--- src/rtl/pipe_stall_ctrl_pkg.sv ---
// Shared constants for the pipeline stall controller: FSM encoding and register-index width.
// Latency: n/a (types and constants only).
// Backpressure: n/a.
package pipe_ctrl_pkg;

    localparam int REG_IDX_W = 5;
    localparam int STATE_W   = 2;

    localparam logic [STATE_W-1:0] ST_RUN      = 2'd0;
    localparam logic [STATE_W-1:0] ST_MEM_WAIT = 2'd1;

    // A load in EX whose destination (other than $zero) is read by the instruction in ID.
    function automatic logic load_use_hazard(
        input logic                 mem_read,
        input logic [REG_IDX_W-1:0] ex_rt,
        input logic [REG_IDX_W-1:0] id_rs,
        input logic [REG_IDX_W-1:0] id_rt
    );
        return mem_read && (ex_rt != '0) && ((ex_rt == id_rs) || (ex_rt == id_rt));
    endfunction

endpackage

--- src/rtl/pipe_stall_ctrl_if.sv ---
// Bundle of hazard status inputs and stage-register controls between pipeline and stall controller.
// Latency: n/a (wires only).
// Backpressure: n/a; the controller itself is the pipeline's backpressure source.
interface pipe_stall_ctrl_if;
    import pipe_ctrl_pkg::*;

    // Pipeline status into the controller
    logic                 ID_EX_MemRead_i;
    logic [REG_IDX_W-1:0] ID_EX_RegisterRt_i;
    logic [REG_IDX_W-1:0] IF_ID_RS_i;
    logic [REG_IDX_W-1:0] IF_ID_RT_i;
    logic                 branch_taken_i;
    logic                 dmem_req_i;
    logic                 dmem_ack_i;

    // Controls back to the pipeline
    logic                 PC_write_o;
    logic                 IF_ID_write_o;
    logic                 ID_EX_write_o;
    logic                 EX_MEM_write_o;
    logic                 MEM_WB_write_o;
    logic                 ctrl_bubble_o;
    logic                 IF_ID_flush_o;
    logic                 mem_err_o;
    logic [STATE_W-1:0]   state_o;

    // Pipeline side: reports hazards, obeys controls
    modport master (
        output ID_EX_MemRead_i, ID_EX_RegisterRt_i, IF_ID_RS_i, IF_ID_RT_i,
               branch_taken_i, dmem_req_i, dmem_ack_i,
        input  PC_write_o, IF_ID_write_o, ID_EX_write_o, EX_MEM_write_o, MEM_WB_write_o,
               ctrl_bubble_o, IF_ID_flush_o, mem_err_o, state_o
    );

    // Controller side
    modport slave (
        input  ID_EX_MemRead_i, ID_EX_RegisterRt_i, IF_ID_RS_i, IF_ID_RT_i,
               branch_taken_i, dmem_req_i, dmem_ack_i,
        output PC_write_o, IF_ID_write_o, ID_EX_write_o, EX_MEM_write_o, MEM_WB_write_o,
               ctrl_bubble_o, IF_ID_flush_o, mem_err_o, state_o
    );

endinterface

--- src/rtl/pipe_stall_ctrl_sat_counter.sv ---
// Saturating event counter (sat_counter): counts cycles with inc_i high, sticks at all-ones.
// Latency: count visible the cycle after the event; clear_i takes effect on the next edge.
// Backpressure: none; never stalls, simply stops advancing at saturation.
module sat_counter #(
    parameter int WIDTH = 32
) (
    input  logic             clk_i,
    input  logic             clear_i,
    input  logic             inc_i,
    output logic [WIDTH-1:0] cnt_o
);

    logic [WIDTH-1:0] cnt_q;
    logic [WIDTH-1:0] cnt_d;

    // Next count: clear wins, otherwise increment unless already saturated
    always_comb begin
        cnt_d = cnt_q;
        if (clear_i) begin
            cnt_d = '0;
        end else if (inc_i && (cnt_q != '1)) begin
            cnt_d = cnt_q + {{(WIDTH-1){1'b0}}, 1'b1};
        end
    end

    // Count register
    always_ff @(posedge clk_i) begin
        cnt_q <= cnt_d;
    end

    assign cnt_o = cnt_q;

endmodule

--- src/rtl/pipe_stall_ctrl.sv ---
// Pipeline stall/flush controller: memory-wait stall with timeout, load-use bubble, branch flush.
// Latency: all controls combinational from state and inputs; state/timeout registered (1 cycle).
// Backpressure: drops stage-register enables on memory stall or load-use hazard; optional perf
// counters built when PIPE_STALL_CTRL_PERF_EN is defined.
module pipe_stall_ctrl
    import pipe_ctrl_pkg::*;
#(
    parameter int MEM_TIMEOUT = 16,
    parameter int CNT_W       = 32
) (
    input  logic             clk_i,
    input  logic             rst_i,
    pipe_stall_ctrl_if.slave ctl
`ifdef PIPE_STALL_CTRL_PERF_EN
    ,
    output logic [CNT_W-1:0] stall_cnt_o,
    output logic [CNT_W-1:0] flush_cnt_o
`endif
);

    // Elaboration-time parameter sanity
    if ((MEM_TIMEOUT < 2) || (MEM_TIMEOUT > 255)) begin : g_bad_mem_timeout
        $error("pipe_stall_ctrl: MEM_TIMEOUT must be in 2..255");
    end
    if (CNT_W < 1) begin : g_bad_cnt_w
        $error("pipe_stall_ctrl: CNT_W must be at least 1");
    end

    localparam logic [7:0] TMO_LAST = 8'(MEM_TIMEOUT - 1);

    logic [STATE_W-1:0] state_q, state_d;
    logic [7:0]         tmo_cnt_q, tmo_cnt_d;

    logic hazard;
    logic mem_stall;
    logic pc_we, ifid_we, idex_we, exmem_we, memwb_we;
    logic bubble, flush, mem_err;

    assign hazard    = load_use_hazard(ctl.ID_EX_MemRead_i, ctl.ID_EX_RegisterRt_i,
                                       ctl.IF_ID_RS_i, ctl.IF_ID_RT_i);
    assign mem_stall = ctl.dmem_req_i & ~ctl.dmem_ack_i;

    // Next state, timeout count and all stage controls, in priority order:
    // memory stall > load-use > branch flush > normal.
    always_comb begin
        state_d   = state_q;
        tmo_cnt_d = tmo_cnt_q;
        pc_we     = 1'b1;
        ifid_we   = 1'b1;
        idex_we   = 1'b1;
        exmem_we  = 1'b1;
        memwb_we  = 1'b1;
        bubble    = 1'b0;
        flush     = 1'b0;
        mem_err   = 1'b0;

        case (state_q)
            ST_MEM_WAIT: begin
                if (ctl.dmem_ack_i) begin
                    // Access completes: whole pipe advances this cycle
                    state_d   = ST_RUN;
                    tmo_cnt_d = '0;
                end else if (tmo_cnt_q == TMO_LAST) begin
                    // Give up on the access, flag it and let the pipe move on
                    mem_err   = 1'b1;
                    state_d   = ST_RUN;
                    tmo_cnt_d = '0;
                end else begin
                    // Still waiting: freeze everything, including any pending branch
                    {pc_we, ifid_we, idex_we, exmem_we, memwb_we} = '0;
                    tmo_cnt_d = tmo_cnt_q + 8'd1;
                end
            end
            default: begin
                if (mem_stall) begin
                    // First stalled cycle is counted here so the timeout covers it
                    {pc_we, ifid_we, idex_we, exmem_we, memwb_we} = '0;
                    state_d   = ST_MEM_WAIT;
                    tmo_cnt_d = 8'd1;
                end else if (hazard) begin
                    // Hold IF and ID, inject one bubble; the bubble clears MemRead in EX so
                    // the hazard drops next cycle. A branch here waits for valid operands.
                    pc_we   = 1'b0;
                    ifid_we = 1'b0;
                    bubble  = 1'b1;
                end else if (ctl.branch_taken_i) begin
                    flush = 1'b1;
                end
            end
        endcase

        // Reset cycles present plain RUN behaviour to the pipeline
        if (rst_i) begin
            pc_we    = 1'b1;
            ifid_we  = 1'b1;
            idex_we  = 1'b1;
            exmem_we = 1'b1;
            memwb_we = 1'b1;
            bubble   = 1'b0;
            flush    = 1'b0;
            mem_err  = 1'b0;
        end
    end

    // FSM state and timeout counter registers
    always_ff @(posedge clk_i) begin
        if (rst_i) begin
            state_q   <= ST_RUN;
            tmo_cnt_q <= '0;
        end else begin
            state_q   <= state_d;
            tmo_cnt_q <= tmo_cnt_d;
        end
    end

    assign ctl.PC_write_o     = pc_we;
    assign ctl.IF_ID_write_o  = ifid_we;
    assign ctl.ID_EX_write_o  = idex_we;
    assign ctl.EX_MEM_write_o = exmem_we;
    assign ctl.MEM_WB_write_o = memwb_we;
    assign ctl.ctrl_bubble_o  = bubble;
    assign ctl.IF_ID_flush_o  = flush;
    assign ctl.mem_err_o      = mem_err;
    assign ctl.state_o        = state_q;

`ifdef PIPE_STALL_CTRL_PERF_EN
    sat_counter #(.WIDTH(CNT_W)) u_stall_cnt (
        .clk_i   (clk_i),
        .clear_i (rst_i),
        .inc_i   (~pc_we),
        .cnt_o   (stall_cnt_o)
    );

    sat_counter #(.WIDTH(CNT_W)) u_flush_cnt (
        .clk_i   (clk_i),
        .clear_i (rst_i),
        .inc_i   (flush),
        .cnt_o   (flush_cnt_o)
    );
`endif

endmodule

--- src/flat_wrapper.sv ---
// flat-port wrapper written by rule: the top's interface ports become plain ports
module pipe_stall_ctrl_flat import pipe_ctrl_pkg::*;
#(
    parameter int MEM_TIMEOUT = 16,
    parameter int CNT_W       = 32
)
  (clk_i, rst_i, ctl_ID_EX_MemRead_i, ctl_ID_EX_RegisterRt_i, ctl_IF_ID_RS_i, ctl_IF_ID_RT_i, ctl_branch_taken_i, ctl_dmem_req_i, ctl_dmem_ack_i, ctl_PC_write_o, ctl_IF_ID_write_o, ctl_ID_EX_write_o, ctl_EX_MEM_write_o, ctl_MEM_WB_write_o, ctl_ctrl_bubble_o, ctl_IF_ID_flush_o, ctl_mem_err_o, ctl_state_o);
  pipe_stall_ctrl_if ctl_i ();
  input  logic clk_i;
  input  logic rst_i;
  input wire logic [$bits(ctl_i.ID_EX_MemRead_i)-1:0] ctl_ID_EX_MemRead_i;
  input wire logic [$bits(ctl_i.ID_EX_RegisterRt_i)-1:0] ctl_ID_EX_RegisterRt_i;
  input wire logic [$bits(ctl_i.IF_ID_RS_i)-1:0] ctl_IF_ID_RS_i;
  input wire logic [$bits(ctl_i.IF_ID_RT_i)-1:0] ctl_IF_ID_RT_i;
  input wire logic [$bits(ctl_i.branch_taken_i)-1:0] ctl_branch_taken_i;
  input wire logic [$bits(ctl_i.dmem_req_i)-1:0] ctl_dmem_req_i;
  input wire logic [$bits(ctl_i.dmem_ack_i)-1:0] ctl_dmem_ack_i;
  output wire logic [$bits(ctl_i.PC_write_o)-1:0] ctl_PC_write_o;
  output wire logic [$bits(ctl_i.IF_ID_write_o)-1:0] ctl_IF_ID_write_o;
  output wire logic [$bits(ctl_i.ID_EX_write_o)-1:0] ctl_ID_EX_write_o;
  output wire logic [$bits(ctl_i.EX_MEM_write_o)-1:0] ctl_EX_MEM_write_o;
  output wire logic [$bits(ctl_i.MEM_WB_write_o)-1:0] ctl_MEM_WB_write_o;
  output wire logic [$bits(ctl_i.ctrl_bubble_o)-1:0] ctl_ctrl_bubble_o;
  output wire logic [$bits(ctl_i.IF_ID_flush_o)-1:0] ctl_IF_ID_flush_o;
  output wire logic [$bits(ctl_i.mem_err_o)-1:0] ctl_mem_err_o;
  output wire logic [$bits(ctl_i.state_o)-1:0] ctl_state_o;
  assign ctl_i.ID_EX_MemRead_i = ctl_ID_EX_MemRead_i;
  assign ctl_i.ID_EX_RegisterRt_i = ctl_ID_EX_RegisterRt_i;
  assign ctl_i.IF_ID_RS_i = ctl_IF_ID_RS_i;
  assign ctl_i.IF_ID_RT_i = ctl_IF_ID_RT_i;
  assign ctl_i.branch_taken_i = ctl_branch_taken_i;
  assign ctl_i.dmem_req_i = ctl_dmem_req_i;
  assign ctl_i.dmem_ack_i = ctl_dmem_ack_i;
  assign ctl_PC_write_o = ctl_i.PC_write_o;
  assign ctl_IF_ID_write_o = ctl_i.IF_ID_write_o;
  assign ctl_ID_EX_write_o = ctl_i.ID_EX_write_o;
  assign ctl_EX_MEM_write_o = ctl_i.EX_MEM_write_o;
  assign ctl_MEM_WB_write_o = ctl_i.MEM_WB_write_o;
  assign ctl_ctrl_bubble_o = ctl_i.ctrl_bubble_o;
  assign ctl_IF_ID_flush_o = ctl_i.IF_ID_flush_o;
  assign ctl_mem_err_o = ctl_i.mem_err_o;
  assign ctl_state_o = ctl_i.state_o;
  pipe_stall_ctrl #(.MEM_TIMEOUT(MEM_TIMEOUT), .CNT_W(CNT_W)) u_core (.clk_i(clk_i), .rst_i(rst_i), .ctl(ctl_i));
endmodule
--- config.mk ---
export PLATFORM = sky130hd
export DESIGN_NAME = pipe_stall_ctrl_flat
export DESIGN_NICKNAME = d
export VERILOG_FILES = /design/src/rtl/pipe_stall_ctrl_pkg.sv /design/src/rtl/pipe_stall_ctrl_if.sv /design/src/rtl/pipe_stall_ctrl_sat_counter.sv /design/src/rtl/pipe_stall_ctrl.sv /design/src/flat_wrapper.sv
export SDC_FILE = /design/constraint.sdc
export NUM_CORES = 1
export LEC_CHECK = 0
export BUFFER_PORTS_ARGS = -buffer_cell sky130_fd_sc_hd__buf_2
export CORE_MARGIN = 4
export CORE_UTILIZATION = 48
export CTS_CLUSTER_SIZE = 10
export DETAILED_ROUTE_END_ITERATION = 8
export PLACE_DENSITY = 0.93
export REMOVE_ABC_BUFFERS = 1
export SLEW_MARGIN = 30
export SYNTH_ARGS = -nofsm -noshare
export SYNTH_HDL_FRONTEND = slang
export SYNTH_HIERARCHICAL = 1
export SYNTH_SLANG_ARGS = --single-unit
--- constraint.sdc ---
create_clock -name clk_i -period 2.9 [get_ports clk_i]
set_input_delay 0.58 -clock clk_i [delete_from_list [all_inputs] [get_ports clk_i]]
set_output_delay 0.58 -clock clk_i [all_outputs]
set_load 0.02 [all_outputs]
==> results of run 1 <==
[logic make-up after synthesis]
group                      share of synthesized area (%)
AOI/OAI and AO/OA                                   18.4
xor gates and xnor gates                            14.4
adders and majority gates                           1.88
buffers and inverters                               5.07
DFF                                                 27.0
muxes                                               3.00
other                                              0.562
and+or+nand+nor                                     29.6
[cell usage after synthesis, drive strengths merged]
cell type | count | area share [%]
or3 | 1 | 0.94
or3b | 1 | 1.7
mux2i | 2 | 3.0
or2 | 2 | 1.9
nand2 | 10 | 5.6
nand4 | 1 | 0.94
or4 | 1 | 1.1
buf | 4 | 4.5
a21oi | 4 | 4.7
nor4 | 1 | 1.9
xnor2 | 11 | 14
and2b | 1 | 1.3
a22o | 3 | 3.9
a31oi | 1 | 0.94
nand3 | 4 | 3.0
nor2 | 8 | 4.5
a2bb2oi | 1 | 1.3
inv | 1 | 0.56
nor3 | 1 | 2.4
o22ai | 1 | 0.94
ha | 1 | 1.9
dfxtp | 9 | 27
o21ai | 4 | 3.0
and3 | 2 | 2.1
a21o | 2 | 2.4
nor3b | 2 | 2.3
o21a | 1 | 1.1
conb | 1 | 0.56
[path summary, 6_finish.rpt]
| kind | slack, ns | startpoint | endpoint |
|---|---|---|---|
| worst min-delay path | 0.49 | u_core/tmo_cnt_q[4]$_SDFFE_PP0P_ | u_core/tmo_cnt_q[4]$_SDFFE_PP0P_ |
| worst min register to register | 0.49 | u_core/tmo_cnt_q[4]$_SDFFE_PP0P_ | u_core/tmo_cnt_q[4]$_SDFFE_PP0P_ |
| worst max register to register | 1.36 | u_core/tmo_cnt_q[0]$_SDFFE_PP0P_ | u_core/tmo_cnt_q[6]$_SDFFE_PP0P_ |
| worst max-delay path | 0.43 | u_core/tmo_cnt_q[0]$_SDFFE_PP0P_ | ctl_IF_ID_write_o |
[worst reg2reg max path, delay by kind of cell (launching register included)]
kind | cells | cell delay, ns
compound gates | 2 | 0.39
fa+ha+maj | 1 | 0.25
flops | 1 | 0.40
simple gates | 2 | 0.39
[registers in the layout (all words and copies together) (netlist names)]
register            count
u_core/tmo_cnt_q        8
u_core/ctl.state_o      1
[power groups by stage]
stage / Clock [W] / Sequential, W / Combinational (W)
after CTS: 0.0000960 / 0.000129 / 0.0000732
after global routing: 0.000101 / 0.000130 / 0.0000784
after detailed placement: 0 / 0.000132 / 0.0000730
after global placement: 0 / 0.000132 / 0.0000707
final: 0.0000952 / 0.000129 / 0.0000727
after floorplan: 0 / 0.000132 / 0.0000417
[through the flow]
| stage | setup slack (ns) | cell area, um^2 |
|---|---|---|
| after floorplan | 0.306 | 637 |
| after CTS | 0.417 | 827 |
| after global routing | 0.268 | 827 |
| final | 0.427 | 827 |
| after detailed placement | 0.484 | 801 |
| after global placement | 0.514 | 801 |
[routing by layer]
metal | track usage, % | vias to the layer above | part of all wire, %
li1 | - | 336 | -
met1 | 17.2 | 301 | 37
met2 | 33.1 | 40 | 51
met3 | 1.20 | 2 | 11
met4 | 7.02 | 0 | 1.1
met5 | 0 | - | 0
[cell type report]
cell class                      count  area [um^2]  share of cell area [%]
Sequential cell                     9          180                    21.8
Inverter                            1         3.75                   0.454
Multi-Input combinational cell     67          453                    54.8
Tap cell                           15         18.8                    2.27
Clock buffer                        4         26.3                    3.18
Timing Repair Buffer               29          145                    17.5
==> flow_metrics.env, run 1 <==
export IMPL_p_leak_nw=0.352
export IMPL_routabilityCongestion=0.825
export IMPL_final_setup_tns_ns=0
export IMPL_crit_path_max_incr_delay_ns=0.40
export IMPL_fp_dieW_um=45.3
export IMPL_drt_vias_per_instance=5.43
export IMPL_yosys_warnings=6
export IMPL_cp_end_kind="primary output"
export IMPL_dp_cells=121
export IMPL_setup_viol=0
export IMPL_cts_tree="built"
export IMPL_n_antenna_cell=0
export IMPL_path_max_fanout=9
export IMPL_dieArea_um2=2050
export IMPL_crit_slowest_cell="dfxtp_1"
export IMPL_cts_made_buffers=3
export IMPL_clk_latency_ns=0.26
export IMPL_whs_ns=0.489
export IMPL_slew_violations=0
export IMPL_grt_first_pass_wirelength_um=2530
export IMPL_start_kind="flip-flop"
export IMPL_avgRoutedWirePerCell_um=12.8
export IMPL_hp_class="reg -> reg"
export IMPL_initial_core_util_pct=51.3
export IMPL_p_switching_w=0.0000841
export IMPL_clk_pin_slew_worst_paths_ns=0.06
export IMPL_final_cell_mix="buf_2, xnor2_1, nand2_1"
export IMPL_synth_seq_area_share_pct=27.0
export IMPL_htree_levels=1
export IMPL_ant_nets=0
export IMPL_combPwrFrac_pct=24.5
export IMPL_num_vias=679
export IMPL_synth_cell_type_count=32
export IMPL_io_buffer_count=29
export IMPL_cp_depth=6
export IMPL_finalPower_w=0.000297
export IMPL_core_um2=1300
export IMPL_nets=133
export IMPL_p_clk_share_pct=32.0
export IMPL_fin_crit_sh_pct=85.3
export IMPL_antenna_found_initial=0
export IMPL_maxCapViolCount=0
export IMPL_sequentialPowerShare_pct=43.5
export IMPL_rsz0062_at_grt="no"
export IMPL_run_status="finished clean"
export IMPL_grt_use_total_pct=16.6
export IMPL_whs_path_depth=1
export IMPL_die_y_um=45.3
export IMPL_layout_drive_gt1_share_pct=37.3
export IMPL_critPathKind="reg -> out"
export IMPL_cts_sinks=9
export IMPL_cp_arrival_ns=1.89
export IMPL_skew_ns=0.00659
export IMPL_firstDrtPassIters=4
export IMPL_stdcell_count=125
export IMPL_swShare_pct=28.3
export IMPL_powerDensity_nw_per_um2=359
export IMPL_post_cts_buffers=0
export IMPL_fmax_mhz=404
export IMPL_synth_seq_cells=9
export IMPL_syn_area_um2=667
export IMPL_final_hold_violation_count=0
export IMPL_avgSynthCellArea_um2=8.23
export IMPL_ioPinCount=31
export IMPL_grt_max_degree=10
export IMPL_first_global_vias=660
export IMPL_cts_hold_buf=0
export IMPL_syn_inst=81
export IMPL_gr_total_overflow=0
export IMPL_routed_wl_um=1600
export IMPL_final_common_cell="buf_2"
export IMPL_path_buf_inv=1
export IMPL_path_cells="ha_1 -> and3_2 -> a21oi_4 -> a21o_2 -> a31oi_1 -> buf_2"
export IMPL_num_rows=13
export IMPL_cp_required_ns=2.32
export IMPL_fillerInstances=125
export IMPL_reg2reg_depth=5
export IMPL_cts_resized=0
export IMPL_drc=0
export IMPL_ctsRootBufferMaster="clkbuf_4"
export IMPL_drt_initial_drc_count=9
export IMPL_critical_path_top_delay_family="compound AO/OA/AOI/OAI gates"
export IMPL_syn2layout_area_growth_pct=24.0
export IMPL_vdd_drop_max_v=0.000224
export IMPL_intPower_w=0.000213
export IMPL_period_needed_ns=2.47
export IMPL_final_util_pct=63.6
export IMPL_cts_buffer_depth=2
Power figures use the tool's default switching activity.
==> inputs of run 2 (changes only) <==
--- a/config.mk
+++ b/config.mk
@@ -7,13 +7,12 @@
 export LEC_CHECK = 0
 export BUFFER_PORTS_ARGS = -buffer_cell sky130_fd_sc_hd__buf_2
 export CORE_MARGIN = 4
-export CORE_UTILIZATION = 48
+export CORE_UTILIZATION = 47
 export CTS_CLUSTER_SIZE = 10
 export DETAILED_ROUTE_END_ITERATION = 8
-export PLACE_DENSITY = 0.93
+export PLACE_DENSITY = 0.92
 export REMOVE_ABC_BUFFERS = 1
 export SLEW_MARGIN = 30
 export SYNTH_ARGS = -nofsm -noshare
 export SYNTH_HDL_FRONTEND = slang
-export SYNTH_HIERARCHICAL = 1
 export SYNTH_SLANG_ARGS = --single-unit
==> flow_metrics.env, run 2 <==
export IMPL_io_buffer_count=29
export IMPL_top_register="u_core.tmo_cnt_q"
export IMPL_period_needed_ns=2.45
export IMPL_num_vias=711
export IMPL_synth_cell_type_count=31
export IMPL_largest_reg_flops=8
export IMPL_setup_slack_ns=0.454
export IMPL_start_kind="flip-flop"
export IMPL_cts_tree="built"
export IMPL_cts_hold_buf=0
export IMPL_powerDensity_nw_per_um2=371
export IMPL_avgRoutedWirePerCell_um=13.8
export IMPL_intPower_w=0.000212
export IMPL_dpl_hpwl_um=1360
export IMPL_yosysTopAreaCell="dfxtp_1"
export IMPL_syn_area_um2=647
export IMPL_nets=131
export IMPL_crit_path_max_incr_delay_ns=0.38
export IMPL_cts_made_buffers=3
export IMPL_cts_resized=0
export IMPL_final_hold_violation_count=0
export IMPL_cts_buffer_depth=2
export IMPL_syn2layout_area_growth_pct=25.9
export IMPL_syn_inst=78
export IMPL_fp_dieW_um=45.1
export IMPL_sequentialPowerShare_pct=42.5
export IMPL_post_cts_buffers=0
export IMPL_first_global_vias=667
export IMPL_cts_sinks=9
export IMPL_fillerInstances=127
export IMPL_initial_core_util_pct=49.7
export IMPL_drc=0
export IMPL_finalPower_w=0.000302
export IMPL_core_um2=1300
export IMPL_synth_seq_area_share_pct=27.9
export IMPL_vdd_drop_max_v=0.000213
export IMPL_clk_latency_ns=0.27
export IMPL_p_clk_share_pct=33.8
export IMPL_synth_seq_cells=9
export IMPL_firstDrtPassIters=4
export IMPL_p_leak_nw=0.336
export IMPL_ioPinCount=31
export IMPL_netlist_top_cells_area="dfxtp_1, xnor2_1, buf_4"
export IMPL_ctsRootBufferMaster="clkbuf_4"
export IMPL_fin_crit_sh_pct=84.3
export IMPL_path_cells="ha_1 -> and3_1 -> nand2_2 -> a22o_1 -> a31oi_1 -> buf_2"
export IMPL_p_switching_w=0.0000902
export IMPL_yosys_warnings=0
export IMPL_fmax_mhz=409
export IMPL_grt_first_pass_wirelength_um=2620
export IMPL_setup_viol=0
export IMPL_grt_use_total_pct=17.8
export IMPL_synth_most_common_cell="xnor2_1"
export IMPL_grt_max_degree=8
export IMPL_avgSynthCellArea_um2=8.29
export IMPL_layout_drive_gt1_share_pct=36.1
export IMPL_cp_required_ns=2.32
export IMPL_drt_vias_per_instance=5.78
export IMPL_hp_class="reg -> reg"
export IMPL_clk_pin_slew_worst_paths_ns=0.06
export IMPL_slew_violations=0
export IMPL_routabilityCongestion=0.836
export IMPL_final_cell_mix="buf_2, xnor2_1, dfxtp_1"
export IMPL_maxCapViolCount=0
export IMPL_ant_nets=0
export IMPL_whs_ns=0.513
export IMPL_crit_slowest_cell="dfxtp_1"
export IMPL_synth_top_area_share_pct=27.9
export IMPL_synth_edff_count=0
export IMPL_rsz0062_at_grt="no"
export IMPL_cp_arrival_ns=1.87
export IMPL_drt_initial_drc_count=13
export IMPL_swShare_pct=29.9
export IMPL_run_status="finished clean"
export IMPL_critPathKind="reg -> out"
export IMPL_cp_end_kind="primary output"
export IMPL_n_antenna_cell=0
export IMPL_path_max_fanout=5
export IMPL_routed_wl_um=1700
export IMPL_skew_ns=0.00157
export IMPL_final_setup_tns_ns=0
export IMPL_dp_slack_ns=0.513
export IMPL_die_y_um=45.1
export IMPL_gr_total_overflow=0
export IMPL_async_reset_ff_share_pct=0
export IMPL_synth_main_ff_cell="dfxtp_1"
export IMPL_num_rows=13
export IMPL_dieArea_um2=2030
export IMPL_antenna_found_initial=0
export IMPL_htree_levels=1
export IMPL_final_util_pct=62.6
export IMPL_final_common_cell="buf_2"
export IMPL_ys_top_cells_by_count="xnor2_1, dfxtp_1, nand2_1, nor2_1"
export IMPL_combPwrFrac_pct=23.8
## run 2: changes by cell type in the layout (fill, tap and decap cells not counted), sizes merged, moves of 2 or more
cell / previous run / this run
nor3b: 2 / 0
a21o: 2 / 0
xnor2: 11 / 13
mux2i: 2 / 0
or2: 2 / 0
o21ai: 4 / 6
nand2: 10 / 8
## run 2: routing by layer
layer | up-vias | share of wire (%) | track usage, %
li1 | 335 | - | -
met1 | 319 | 36 | 16.9
met2 | 49 | 50 | 31.1
met3 | 8 | 11 | 8.37
met4 | 0 | 2.9 | 9.94
met5 | - | 0 | 0
## run 2: layout make-up
class / count / area, um^2 / share of cell area (%)
multi-input cells: 63 / 429 / 52.7
inverters: 2 / 7.51 / 0.922
clock buffers: 4 / 26.3 / 3.23
repair buffers: 30 / 153 / 18.7
well taps: 15 / 18.8 / 2.30
flip-flops and latches: 9 / 180 / 22.1
## run 2: cells by family (layout without fill, tap and decap cells)
logic type | after synthesis | after routing | share of synthesized area [%]
and+or+nand+nor | 29 | 29 | 27.1
xor gates and xnor gates | 13 | 13 | 17.6
AOI/OAI and AO/OA | 19 | 19 | 19.2
other | 1 | 1 | 0.580
buffers and inverters | 6 | 36 | 5.80
adders and majority gates | 1 | 1 | 1.93
DFF | 9 | 9 | 27.9
## run 2: worst max-delay path: cells and delay by family, from the launching register on
| kind | cells | cell delay [ns] |
|---|---|---|
| compound gates | 2 | 0.45 |
| fa+ha+maj | 1 | 0.20 |
| buf+inv | 1 | 0.20 |
| flops | 1 | 0.38 |
| simple gates | 2 | 0.37 |
## run 2: metrics by stage
step / cell area (um^2) / std cells
finish: 815 / 123
global route: 815 / 123
CTS: 815 / 123
detailed placement: 788 / 119
global placement: 788 / 119
floorplan: 617 / 74
## run 2: power groups by stage
stage | Clock (W) | Sequential (W) | Combinational, W
after floorplan | 0 | 0.000131 | 0.0000390
after global placement | 0 | 0.000131 | 0.0000697
after detailed placement | 0 | 0.000131 | 0.0000719
after CTS | 0.000102 | 0.000128 | 0.0000724
after global routing | 0.000109 | 0.000129 | 0.0000787
final | 0.000102 | 0.000128 | 0.0000718
## run 2: path summary, 6_finish.rpt
kind / cells past startpoint / slack (ns) / end / startpoint
max reg2reg: 5 / 1.30 / u_core.tmo_cnt_q[0]$_SDFFE_PP0P_ / u_core.tmo_cnt_q[0]$_SDFFE_PP0P_
max: 6 / 0.45 / ctl_IF_ID_write_o / u_core.tmo_cnt_q[0]$_SDFFE_PP0P_
min: 1 / 0.51 / u_core.tmo_cnt_q[1]$_SDFFE_PP0P_ / u_core.tmo_cnt_q[1]$_SDFFE_PP0P_
min reg2reg: 1 / 0.51 / u_core.tmo_cnt_q[1]$_SDFFE_PP0P_ / u_core.tmo_cnt_q[1]$_SDFFE_PP0P_
==> inputs of run 3 (changes only) <==
--- a/config.mk
+++ b/config.mk
@@ -7,10 +7,10 @@
 export LEC_CHECK = 0
 export BUFFER_PORTS_ARGS = -buffer_cell sky130_fd_sc_hd__buf_2
 export CORE_MARGIN = 4
-export CORE_UTILIZATION = 47
+export CORE_UTILIZATION = 40
 export CTS_CLUSTER_SIZE = 10
 export DETAILED_ROUTE_END_ITERATION = 8
-export PLACE_DENSITY = 0.92
+export PLACE_DENSITY = 0.84
 export REMOVE_ABC_BUFFERS = 1
 export SLEW_MARGIN = 30
 export SYNTH_ARGS = -nofsm -noshare
==> constraint.sdc (replaced) <==
create_clock -name clk_i -period 2.2 [get_ports clk_i]
set_input_delay 0.44 -clock clk_i [delete_from_list [all_inputs] [get_ports clk_i]]
set_output_delay 0.44 -clock clk_i [all_outputs]
set_load 0.02 [all_outputs]
==> flow_metrics.env, run 3 (synthesized netlist as in run 2, its figures left out) <==
export IMPL_htree_levels=1
export IMPL_num_vias=693
export IMPL_grt_first_pass_wirelength_um=2650
export IMPL_firstDrtPassIters=4
export IMPL_ctsRootBufferMaster="clkbuf_4"
export IMPL_multiInputGateArea_um2=453
export IMPL_core_um2=1520
export IMPL_powerDensity_nw_per_um2=454
export IMPL_slew_violations=0
export IMPL_grt_max_degree=7
export IMPL_cts_made_buffers=3
export IMPL_routabilityCongestion=0.832
export IMPL_fin_crit_sh_pct=96.5
export IMPL_dieArea_um2=2320
export IMPL_drt_vias_per_instance=5.50
export IMPL_critical_path_top_delay_family="simple AND/OR/NAND/NOR gates"
export IMPL_grt_use_total_pct=15.9
export IMPL_ioPinCount=31
export IMPL_die_y_um=48.2
export IMPL_clk_pin_slew_worst_paths_ns=0.06
export IMPL_fillerInstances=140
export IMPL_p_leak_nw=0.347
export IMPL_drc=0
export IMPL_path_max_fanout=3
export IMPL_cts_tree="built"
export IMPL_setup_slack_ns=0.0763
export IMPL_final_util_pct=56.8
export IMPL_cp_required_ns=1.76
export IMPL_cp_end_kind="primary output"
export IMPL_hp_class="in -> reg"
export IMPL_num_rows=14
export IMPL_final_cell_mix="buf_2, xnor2_1, nor2_1, nand2_1, dfxtp_1"
export IMPL_maxCapViolCount=0
export IMPL_regArea_um2=186
export IMPL_n_antenna_cell=0
export IMPL_final_common_cell="buf_2"
export IMPL_critPathKind="in -> out"
export IMPL_dp_slack_ns=0.0685
export IMPL_cts_buffer_depth=2
export IMPL_ant_nets=0
export IMPL_final_hold_violation_count=0
export IMPL_nets=133
export IMPL_path_buf_inv=2
export IMPL_top_register="u_core.tmo_cnt_q"
export IMPL_drt_initial_drc_count=18
export IMPL_cp_arrival_ns=1.68
export IMPL_path_cells="buf_2 -> or4_1 -> o21a_1 -> a31oi_2 -> buf_4"
export IMPL_final_setup_tns_ns=0
export IMPL_cts_sinks=9
export IMPL_avgRoutedWirePerCell_um=12.8
export IMPL_start_kind="input pin"
export IMPL_routed_wl_um=1610
export IMPL_first_global_vias=700
export IMPL_setup_viol=0
export IMPL_dpl_hpwl_um=1290
export IMPL_vdd_drop_max_v=0.000293
export IMPL_run_status="finished clean"
export IMPL_clk_latency_ns=0.26
export IMPL_largest_reg_flops=8
export IMPL_fp_dieW_um=48.2
export IMPL_initial_core_util_pct=42.4
export IMPL_antenna_found_initial=0
export IMPL_io_buffer_count=29
export IMPL_skew_ns=0.00390
export IMPL_syn2layout_area_growth_pct=33.8
export IMPL_period_needed_ns=2.12
export IMPL_gr_total_overflow=0
export IMPL_fmax_mhz=471
export IMPL_crit_path_max_incr_delay_ns=0.52
export IMPL_layout_drive_gt1_share_pct=42.7
export IMPL_crit_slowest_cell="or4_1"
run 3: cell count changes in the layout (fill, tap and decap cells not counted), moves of 2 or more:
cell,change
buf_2,-2
dfxtp_1,-3
buf_4,+4
dfxtp_2,+2
run 3: metal layers:
metal	vias to the layer above	GRT usage [%]	part of all wire, %
met5	-	0	0
li1	340	-	-
met1	321	18.4	37
met3	4	3.69	7.5
met4	0	6.99	2.4
met2	28	27.6	53
run 3: power breakdown:
part	switching [W]	internal, W
Combinational	0.0000530	0.0000462
Clock	0.0000546	0.0000697
Sequential	0.00000386	0.000166
Total	0.000111	0.000282
run 3: final timing paths:
check	slack, ns	cells past startpoint	endpoint	from
hold / removal	0.41	2	u_core.tmo_cnt_q[0]$_SDFFE_PP0P_	rst_i
setup / recovery	0.08	5	ctl_IF_ID_write_o	ctl_ID_EX_RegisterRt_i[0]
setup reg to reg	0.72	5	u_core.tmo_cnt_q[0]$_SDFFE_PP0P_	u_core.tmo_cnt_q[0]$_SDFFE_PP0P_
hold reg to reg	0.51	1	u_core.tmo_cnt_q[2]$_SDFFE_PP0P_	u_core.tmo_cnt_q[2]$_SDFFE_PP0P_
run 3: repair_timing:
item | 4_1_cts | 5_1_grt
setup buffers | 0 | 1
resized for setup | 5 | 6
hold buffers | 0 | 0
setup endpoints to repair | 2 | 2
pin swaps | 0 | 2
run 3: cell type report:
cell class | count | area share (%)
flip-flops and latches | 9 | 21.5
multi-input cells | 63 | 52.3
repair buffers | 32 | 19.9
clock buffers | 4 | 3.03
well taps | 16 | 2.31
inverters | 2 | 0.867
run 3: metrics by stage:
stage | cell area (um^2) | instances | power, W | hold slack, ns
6_report | 866 | 126 | 0.000393 | 0.412
5_1_grt | 866 | 126 | 0.000420 | 0.411
4_1_cts | 833 | 125 | 0.000393 | 0.400
3_5_place_dp | 797 | 121 | 0.000268 | 0.495
3_3_place_gp | 797 | 121 | 0.000265 | 0.483
2_1_floorplan | 617 | 74 | 0.000225 | 0.452
